--- config.mk ---
export PLATFORM = sky130hd
export DESIGN_NAME = fifo_sync_buf
export DESIGN_NICKNAME = d
export VERILOG_FILES = /design/src/rtl/fifo_sync_buf.sv
export SDC_FILE = /design/constraint.sdc
export NUM_CORES = 1
export LEC_CHECK = 0
export ABC_AREA = 1
export CORE_MARGIN = 2
export CORE_UTILIZATION = 40
export CTS_CLUSTER_DIAMETER = 200
export DETAILED_ROUTE_END_ITERATION = 7
export PLACE_DENSITY = 0.63
export SYNTH_ARGS = -nofsm -noshare
export SYNTH_HDL_FRONTEND = slang
export SYNTH_SLANG_ARGS = --single-unit
--- constraint.sdc ---
create_clock -name clk -period 3.3 [get_ports clk]
set_clock_uncertainty 0.2 [all_clocks]
set_input_delay 0.66 -clock clk [delete_from_list [all_inputs] [get_ports clk]]
set_output_delay 0.66 -clock clk [all_outputs]
set_load 0.005 [all_outputs]
--- src/rtl/fifo_sync_buf.sv ---
// rtl/fifo_sync_buf.sv - single-clock first-word-fall-through buffer with reserve threshold, flush and sticky error flags
module fifo_sync_buf #(
    parameter int DATA_WIDTH = 16,
    parameter int ADDR_WIDTH = 3
) (
    input  logic                  clk,
    input  logic                  reset_n,
    input  logic                  flush,
    input  logic [ADDR_WIDTH-1:0] reserve,
    input  logic [DATA_WIDTH-1:0] data_in,
    input  logic                  wr_valid,
    output logic                  wr_request,
    output logic                  full,
    input  logic                  rd_request,
    input  logic                  nap,
    output logic [DATA_WIDTH-1:0] data_out,
    output logic                  empty,
    output logic [ADDR_WIDTH:0]   fifo_util,
    output logic                  overflow,
    output logic                  underflow
);

    localparam int DEPTH = 2 ** ADDR_WIDTH;

    logic [DATA_WIDTH-1:0] mem [DEPTH];
    logic [ADDR_WIDTH:0]   wr_ptr;
    logic [ADDR_WIDTH:0]   rd_ptr;
    logic [ADDR_WIDTH+1:0] free_words;
    logic                  pop;
    logic                  wr_accept;

    // The extra pointer bit distinguishes full from empty when the low bits match.
    assign fifo_util  = wr_ptr - rd_ptr;
    assign empty      = (fifo_util == '0);
    assign full       = (fifo_util == (ADDR_WIDTH+1)'(DEPTH));
    assign free_words = (ADDR_WIDTH+2)'(DEPTH) - {1'b0, fifo_util};
    assign wr_request = (free_words > {2'b00, reserve});
    assign data_out   = mem[rd_ptr[ADDR_WIDTH-1:0]];

    // A pop frees the slot in the same cycle, so a write into a full buffer is still accepted.
    assign pop       = rd_request & ~nap & ~empty;
    assign wr_accept = wr_valid & (~full | pop);

    always_ff @(posedge clk or negedge reset_n) begin
        if (!reset_n) begin
            wr_ptr    <= '0;
            rd_ptr    <= '0;
            overflow  <= 1'b0;
            underflow <= 1'b0;
        end else if (flush) begin
            wr_ptr    <= '0;
            rd_ptr    <= '0;
            overflow  <= 1'b0;
            underflow <= 1'b0;
        end else begin
            if (wr_accept) begin
                wr_ptr <= wr_ptr + 1'b1;
            end
            if (pop) begin
                rd_ptr <= rd_ptr + 1'b1;
            end
            if (wr_valid && !wr_accept) begin
                overflow <= 1'b1;
            end
            if (rd_request && empty) begin
                underflow <= 1'b1;
            end
        end
    end

    // Array is cleared only by reset; flush keeps the contents.
    always_ff @(posedge clk or negedge reset_n) begin
        if (!reset_n) begin
            for (int i = 0; i < DEPTH; i++) begin
                mem[i] <= '0;
            end
        end else if (!flush && wr_accept) begin
            mem[wr_ptr[ADDR_WIDTH-1:0]] <= data_in;
        end
    end

endmodule

======== After elaboration in Yosys (flattened, before gate mapping) ========
Cells that the tools add are included.
storage, ports and cells
  memories ................................ 0
  output and inout port bits .............. 25
  bits in latches ......................... 0
  RAM bits ................................ 0
  bits in registers ....................... 138
  memory bits (read-only) ................. 0
  word-level logic and storage cells ...... 55
cells by class
  divide/modulo/power cells ............... 0
  reductions and logical operators ........ 11
  equal/unequal tests ..................... 1
  $mul .................................... 0
  shifts and indexed selects .............. 0
  add/subtract/negate cells ............... 4
  $lt $le $gt $ge ......................... 4
  bitwise logic cells ..................... 9
  multiplexer cells ....................... 14
operators with widths
  operator                                                                      number
  128-bit bitwise mux                                                           1
  16-bit binary-select mux with 3-bit select                                    1
  16-bit demux with 3-bit select                                                1
  16-bit two-way mux                                                            3
  4-bit two-way mux                                                             4
  4-bit by 1-bit adder with 4-bit output, second input constant                 2
  4-bit >= comparator, second input constant                                    2
  3-bit inverter with 4-bit output                                              2
  2-bit nonzero test                                                            4
  5-bit by 3-bit greater-than comparator with 1-bit output                      1
  4-bit by 4-bit subtractor with 5-bit output, first input constant             1
  4-bit equality test, second input constant                                    1
  1-bit logical AND                                                             4
  4-bit zero test                                                               1
  4-bit by 1-bit less-than comparator with 1-bit output, second input constant  1
  1-bit two-way mux                                                             4
  4-bit subtractor                                                              1
  1-bit AND                                                                     3
  1-bit inverter                                                                3
  1-bit zero test                                                               2
  1-bit OR                                                                      1

======== Depth between registers and ports, before layout ========
Gate-level depths: netlist of the first run.
  word-level depth ........................ 10
  depth in mapped cells ................... 14

======== Worst setup path before layout of the first run ========
Ideal clock, no wire load.
  path type ............................... reg2out
  from .................................... register wr_ptr[0]
  to ...................................... output wr_request
  arrival ................................. 2,422 ps
  required time ........................... 2,440 ps
  path buffers ............................ 0
  path slack .............................. 18 ps
  stages on the path, launching flop included .. 14
  path through ............................ dfrtp_1 -> inv_1 -> ha_1 -> fa_1 -> ha_1 -> inv_1 -> nor2_2 -> inv_1 -> nand2_1 -> inv_1 -> ha_1 -> a31oi_1 -> a32o_1 -> o211ai_1
between the ends
  cells in the longest elaborated chain, start to end .. 3
ends and longest elaborated chain
  element                                                   line  RTL
  start, declared                                           26    logic [ADDR_WIDTH:0] wr_ptr;
  start signal, assigned                                    57    wr_ptr <= wr_ptr + 1'b1;
  4-bit subtractor                                          33    assign fifo_util = wr_ptr - rd_ptr;
  4-bit by 4-bit subtractor with 5-bit output               36    assign free_words = (ADDR_WIDTH+2)'(DEPTH) - {1'b0, fifo_util};
  5-bit by 3-bit greater-than comparator with 1-bit output  37    assign wr_request = (free_words > {2'b00, reserve});
  end, declared                                             12    output logic wr_request,
No other way between the ends.

======== Final worst setup path of the first run ========
  from .................................... register rd_ptr[0]
  to ...................................... output wr_request
between the ends
  cells in the longest elaborated chain, start to end .. 3
ends and longest elaborated chain
  element                                                   line  RTL
  start, declared                                           27    logic [ADDR_WIDTH:0] rd_ptr;
  start signal, assigned                                    60    rd_ptr <= rd_ptr + 1'b1;
  4-bit subtractor                                          33
  4-bit by 4-bit subtractor with 5-bit output               36
  5-bit by 3-bit greater-than comparator with 1-bit output  37
No other way between the ends.

==> results of run 1 <==
area by class of cell:
cell class | instances | area, µm²
inverters | 35 | 134
multi-input cells | 689 | 3120
well taps | 225 | 282
flip-flops and latches | 138 | 3460
fillers | 1730 | 8740
repair buffers | 90 | 935
clock buffers | 26 | 499
clock inverters | 3 | 15.0
report_power, final:
group,internal [W],switching (W)
Clock,0.00102,0.000684
Combinational,0.000849,0.00102
Sequential,0.00215,0.000230
worst reg2reg max path, stage by stage (launching register included):
cell and delay [ns]:
sky130_fd_sc_hd__dfrtp_2 0.42, sky130_fd_sc_hd__ha_4 0.17, sky130_fd_sc_hd__fa_1 0.44, sky130_fd_sc_hd__xnor2_2 0.29
sky130_fd_sc_hd__nor2_4 0.07, sky130_fd_sc_hd__buf_4 0.14, sky130_fd_sc_hd__nand3_4 0.14, sky130_fd_sc_hd__nand3_4 0.26
sky130_fd_sc_hd__nor2_4 0.59, sky130_fd_sc_hd__nand2_1 0.13, sky130_fd_sc_hd__nand2_1 0.10
sequential cells by signal, indices dropped and copies added (netlist names):
name and flops:
wr_ptr 4, overflow 1, underflow 1, rd_ptr 4, mem 128
cells by family after synthesis:
kind of cell             count (synthesis)
AO/OA/AOI/OAI                          108
adder cells (fa/ha/maj)                 10
AND/OR/NAND/NOR                        566
flip-flops                             138
buffers and inverters                   93
XOR/XNOR                                 5
how the worst min path moves through the flow:
stage,endpoint,cells past startpoint,from,slack (ns)
floorplan,mem[0],0,reset_n,0.16
global placement,mem[99],2,mem[99],0.26
detailed placement,mem[37],2,mem[37],0.26
CTS,mem[104],1,reset_n,0.03
global route,mem[104],1,reset_n,0.05
finish,mem[105],1,reset_n,0.002
per-stage QoR:
stage                     power [W]  cells  hold slack, ns  area (µm²)  util [%]
after CTS                   0.00595   1203          0.0285        8380      48.8
final                       0.00595   1206         0.00224        8440      49.1
after floorplan             0.00345    920           0.164        6960         -
after global routing        0.00635   1206          0.0471        8440      49.1
after detailed placement    0.00422   1170           0.260        7740      45.1
after global placement      0.00420   1170           0.257        7740      45.1
cell usage after synthesis, types with 2 or more instances:
cell                       count  share of area (%)
sky130_fd_sc_hd__o22ai_1      16                1.4
sky130_fd_sc_hd__nand3_4       2               0.50
sky130_fd_sc_hd__nor2_1      126                6.8
sky130_fd_sc_hd__clkbuf_1     31                1.7
sky130_fd_sc_hd__buf_6         8                1.3
sky130_fd_sc_hd__ha_1          9                1.6
sky130_fd_sc_hd__inv_1        34                1.8
sky130_fd_sc_hd__buf_1         3               0.16
sky130_fd_sc_hd__a31oi_1      17                1.5
sky130_fd_sc_hd__nand4_1      10               0.90
sky130_fd_sc_hd__a21oi_1       5               0.36
sky130_fd_sc_hd__nor2_4        8                1.3
sky130_fd_sc_hd__o21ai_0      68                4.9
sky130_fd_sc_hd__buf_2        16                1.2
sky130_fd_sc_hd__nand2_1     390                 21
sky130_fd_sc_hd__nand3_1       9               0.65
sky130_fd_sc_hd__xor2_1        4               0.50
sky130_fd_sc_hd__dfrtp_1     138                 50
sky130_fd_sc_hd__nand2_2      19                1.7
what timing repair did:
item | in CTS | in global routing
resized for setup | 37 | 2
pin swaps | 7 | 0
endpoints found under the setup margin | 20 | 6
buffers inserted | 2 | 1
cloned | 2 | 2
layer usage:
layer  share of wire (%)  wire, µm  up-vias
met5                   0         0        -
met4                 1.8       377        0
met3                 4.0       838       30
met2                  47      9770      140
met1                  47      9800     3019
li1                    -         -     2980
==> results.txt, run 1 <==
----------------------------------------------------
[Yosys]
  Post-synthesis sequential area ratio ... between 40% and 50%
  Area fraction in and, or, nand and nor cells after synthesis ... 33.1%
  Total standard cell area after synthesis ... 6960 µm²
  Syn Nets ... between 900 and 1000
  Synth Area in Compound Gates ... 8.47%
  Netlist cell types ... 26
  Multiplexer share of the synthesized area ... 0%
  Count of synthesis-stage warnings from yosys ... 0
  Cell count after synthesis ... 920
  Share of async-settable or async-resettable flops after synthesis ... 100%
  Register bit count reported by yosys ... ~140
  Number of enable flip-flop cells after synthesis ... 0
  Most common flop cell mapped by yosys ... sky130_fd_sc_hd__dfrtp_1
  Fraction of the mapped netlist area in adder cells ... around 1.9%
  Average cell area after synthesis ... between 7 and 8 µm²
  Combinational family with the most area after synthesis ... simple AND/OR/NAND/NOR gates
  Post-synthesis xor/xnor area fraction ... 0.737%

[STA]
  Clock period minus final worst setup slack ... 3.60 ns
  Final Max Tran Viols ... 0
  Final-report hold violation count ... 0
  Relative slew slack ... between 50% and 60%
  Ratio of final minimum period to clock period ... 109%
  Final worst slack ... -0.304 ns
  Highest attainable clock frequency ... roughly 280 MHz
  Summed negative setup slack over all endpoints ... -0.692 ns
  Pin slew with the least headroom to its limit ... 0.648 ns
  Final count of negative-setup-slack endpoints ... 3
  Unrepaired setup endpoints after global routing ... true

[Run]
  Max-capacitance violation count ... 0

[Final layout]
  Layout cells sized above 1 ... 11.3%
  Number of antenna diodes ... 0
  Syn-to-layout area delta ... 21.3%
  Leading cell type in the layout, fill and taps excluded ... sky130_fd_sc_hd__nand2_1
  Most frequent cells in the layout ... 389 x sky130_fd_sc_hd__nand2_1, 136 x sky130_fd_sc_hd__dfrtp_1, 126 x sky130_fd_sc_hd__nor2_1
  Count of nets after finishing ... 1006

[Setup path]
  Reg-to-Reg Start ... rd_ptr[0]
  Family with the most delay on the worst path ... adder cells
  Largest driver fanout on the critical path ... 3
  Timing startpoint of the critical path ... rd_ptr[0]
  Reg-to-reg endpoint ... mem[4]
  Sequence of cells on the critical path ... ha_4 -> fa_1 -> ha_2 -> inv_2 -> nor2_4 -> inv_2 -> nand2_2 -> inv_2 -> ha_4 -> a31oi_1 -> a32o_1 -> o211ai_1 -> buf_2
  Termination of the worst setup path ... wr_request
  Reg2reg path depth ... 10
  CP max-delay cell ... sky130_fd_sc_hd__fa_1
  CP most frequent cell ... sky130_fd_sc_hd__inv_2
  Logic depth of the worst setup path including buffers ... 13
  Kind of start point of the critical path ... flop
  Arrival time at the worst endpoint ... 2.74 ns
  Critical path buffers and inverters ... 4
  Nature of the critical path endpoint ... output port
  Required time worst endpoint ... 2.44 ns
  Type of the worst setup path ... flop to output port
  CP max stage delay ... ~0.53 ns
  Worst reg2reg setup slack ... 0.29 ns

[Global routing]
  Met3 layer usage reported by global route ... 4.10%
  Pin count of the biggest net entering global routing ... 61
  Initial antenna violation count ... 0
  Wire length of the first global-routing pass ... about 33000 µm
  GR Util All Layers ... 23.6%
  Overflow left after global routing ... 0
  Met2 capacity usage during global routing ... 38.4%
  Met1 demand-to-capacity share in global routing ... between 30% and 40%
  Number of global-route vias before repair ... between 5000 and 6000
  Busiest layer in global routing ... met2

[Floorplan]
  Boundary Pins ... 50
  Starting utilization of the core area ... 40.5%
  Die Span Y ... between 100 and 150 µm
  Die Width ... 136 µm
  Number of core rows ... 48
  Total die area ... 18500 µm²
  Area inside the core boundary ... 17200 µm²

[Place]
  HPWL after detailed placement ... 11900 µm
  Placer congestion estimate ... 0.817
  Post-Place Setup Slack ... -0.346 ns
  Port buffer count ... 49

[Clock network]
  Root cell of the clock tree ... sky130_fd_sc_hd__clkbuf_16
  TritonCTS buffer count ... 17
  Clock transition time at the flip-flop clock pins of the worst setup and hold paths ... 0.06 ns
  Longest Clk Path Bufs ... 2
  Count of hold-fix buffers inserted at cts ... 0
  Clock latency reported for the late side of the worst-skew pair ... 0.43 ns
  TritonCTS clock tree ... done
  Clock tree sinks ... 138
  Number of H-tree levels ... 4

[Drt]
  Antenna Nets Post-Route ... 0
  Ratio of routed vias to standard cells ... 5.12
  Iter 0 DRT Violations ... roughly 490
  DRC violation count after routing ... 0
  Routed length per instance ... between 15 and 20 µm
  Wirelength, routed ... 20800 µm
  Total vias in the final route ... 6169
  Detailed-routing iteration count for the pre-antenna-repair pass ... 5

[Power and ir drop]
  Largest voltage drop on the vdd net ... 0.000427 V
  Pwr dens ... 706 nW/µm²
  Total leakage power ... around 4.4 nW

[Status]
  Violations in the final reports ... negative setup slack
  Run status ... finished with violations

[Hold path]
  Path class of the lowest-slack min-delay path ... input pin to asynchronous set/reset pin

----------------------------------------------------
No activity file was read; power rests on OpenSTA's default activity.
==> run 2: changes to the inputs <==
GPL_ROUTABILITY_DRIVEN = 0   (was unset)
==> results of run 2 <==
No change in the layout: final DEF, timing and power equal those of run 1.
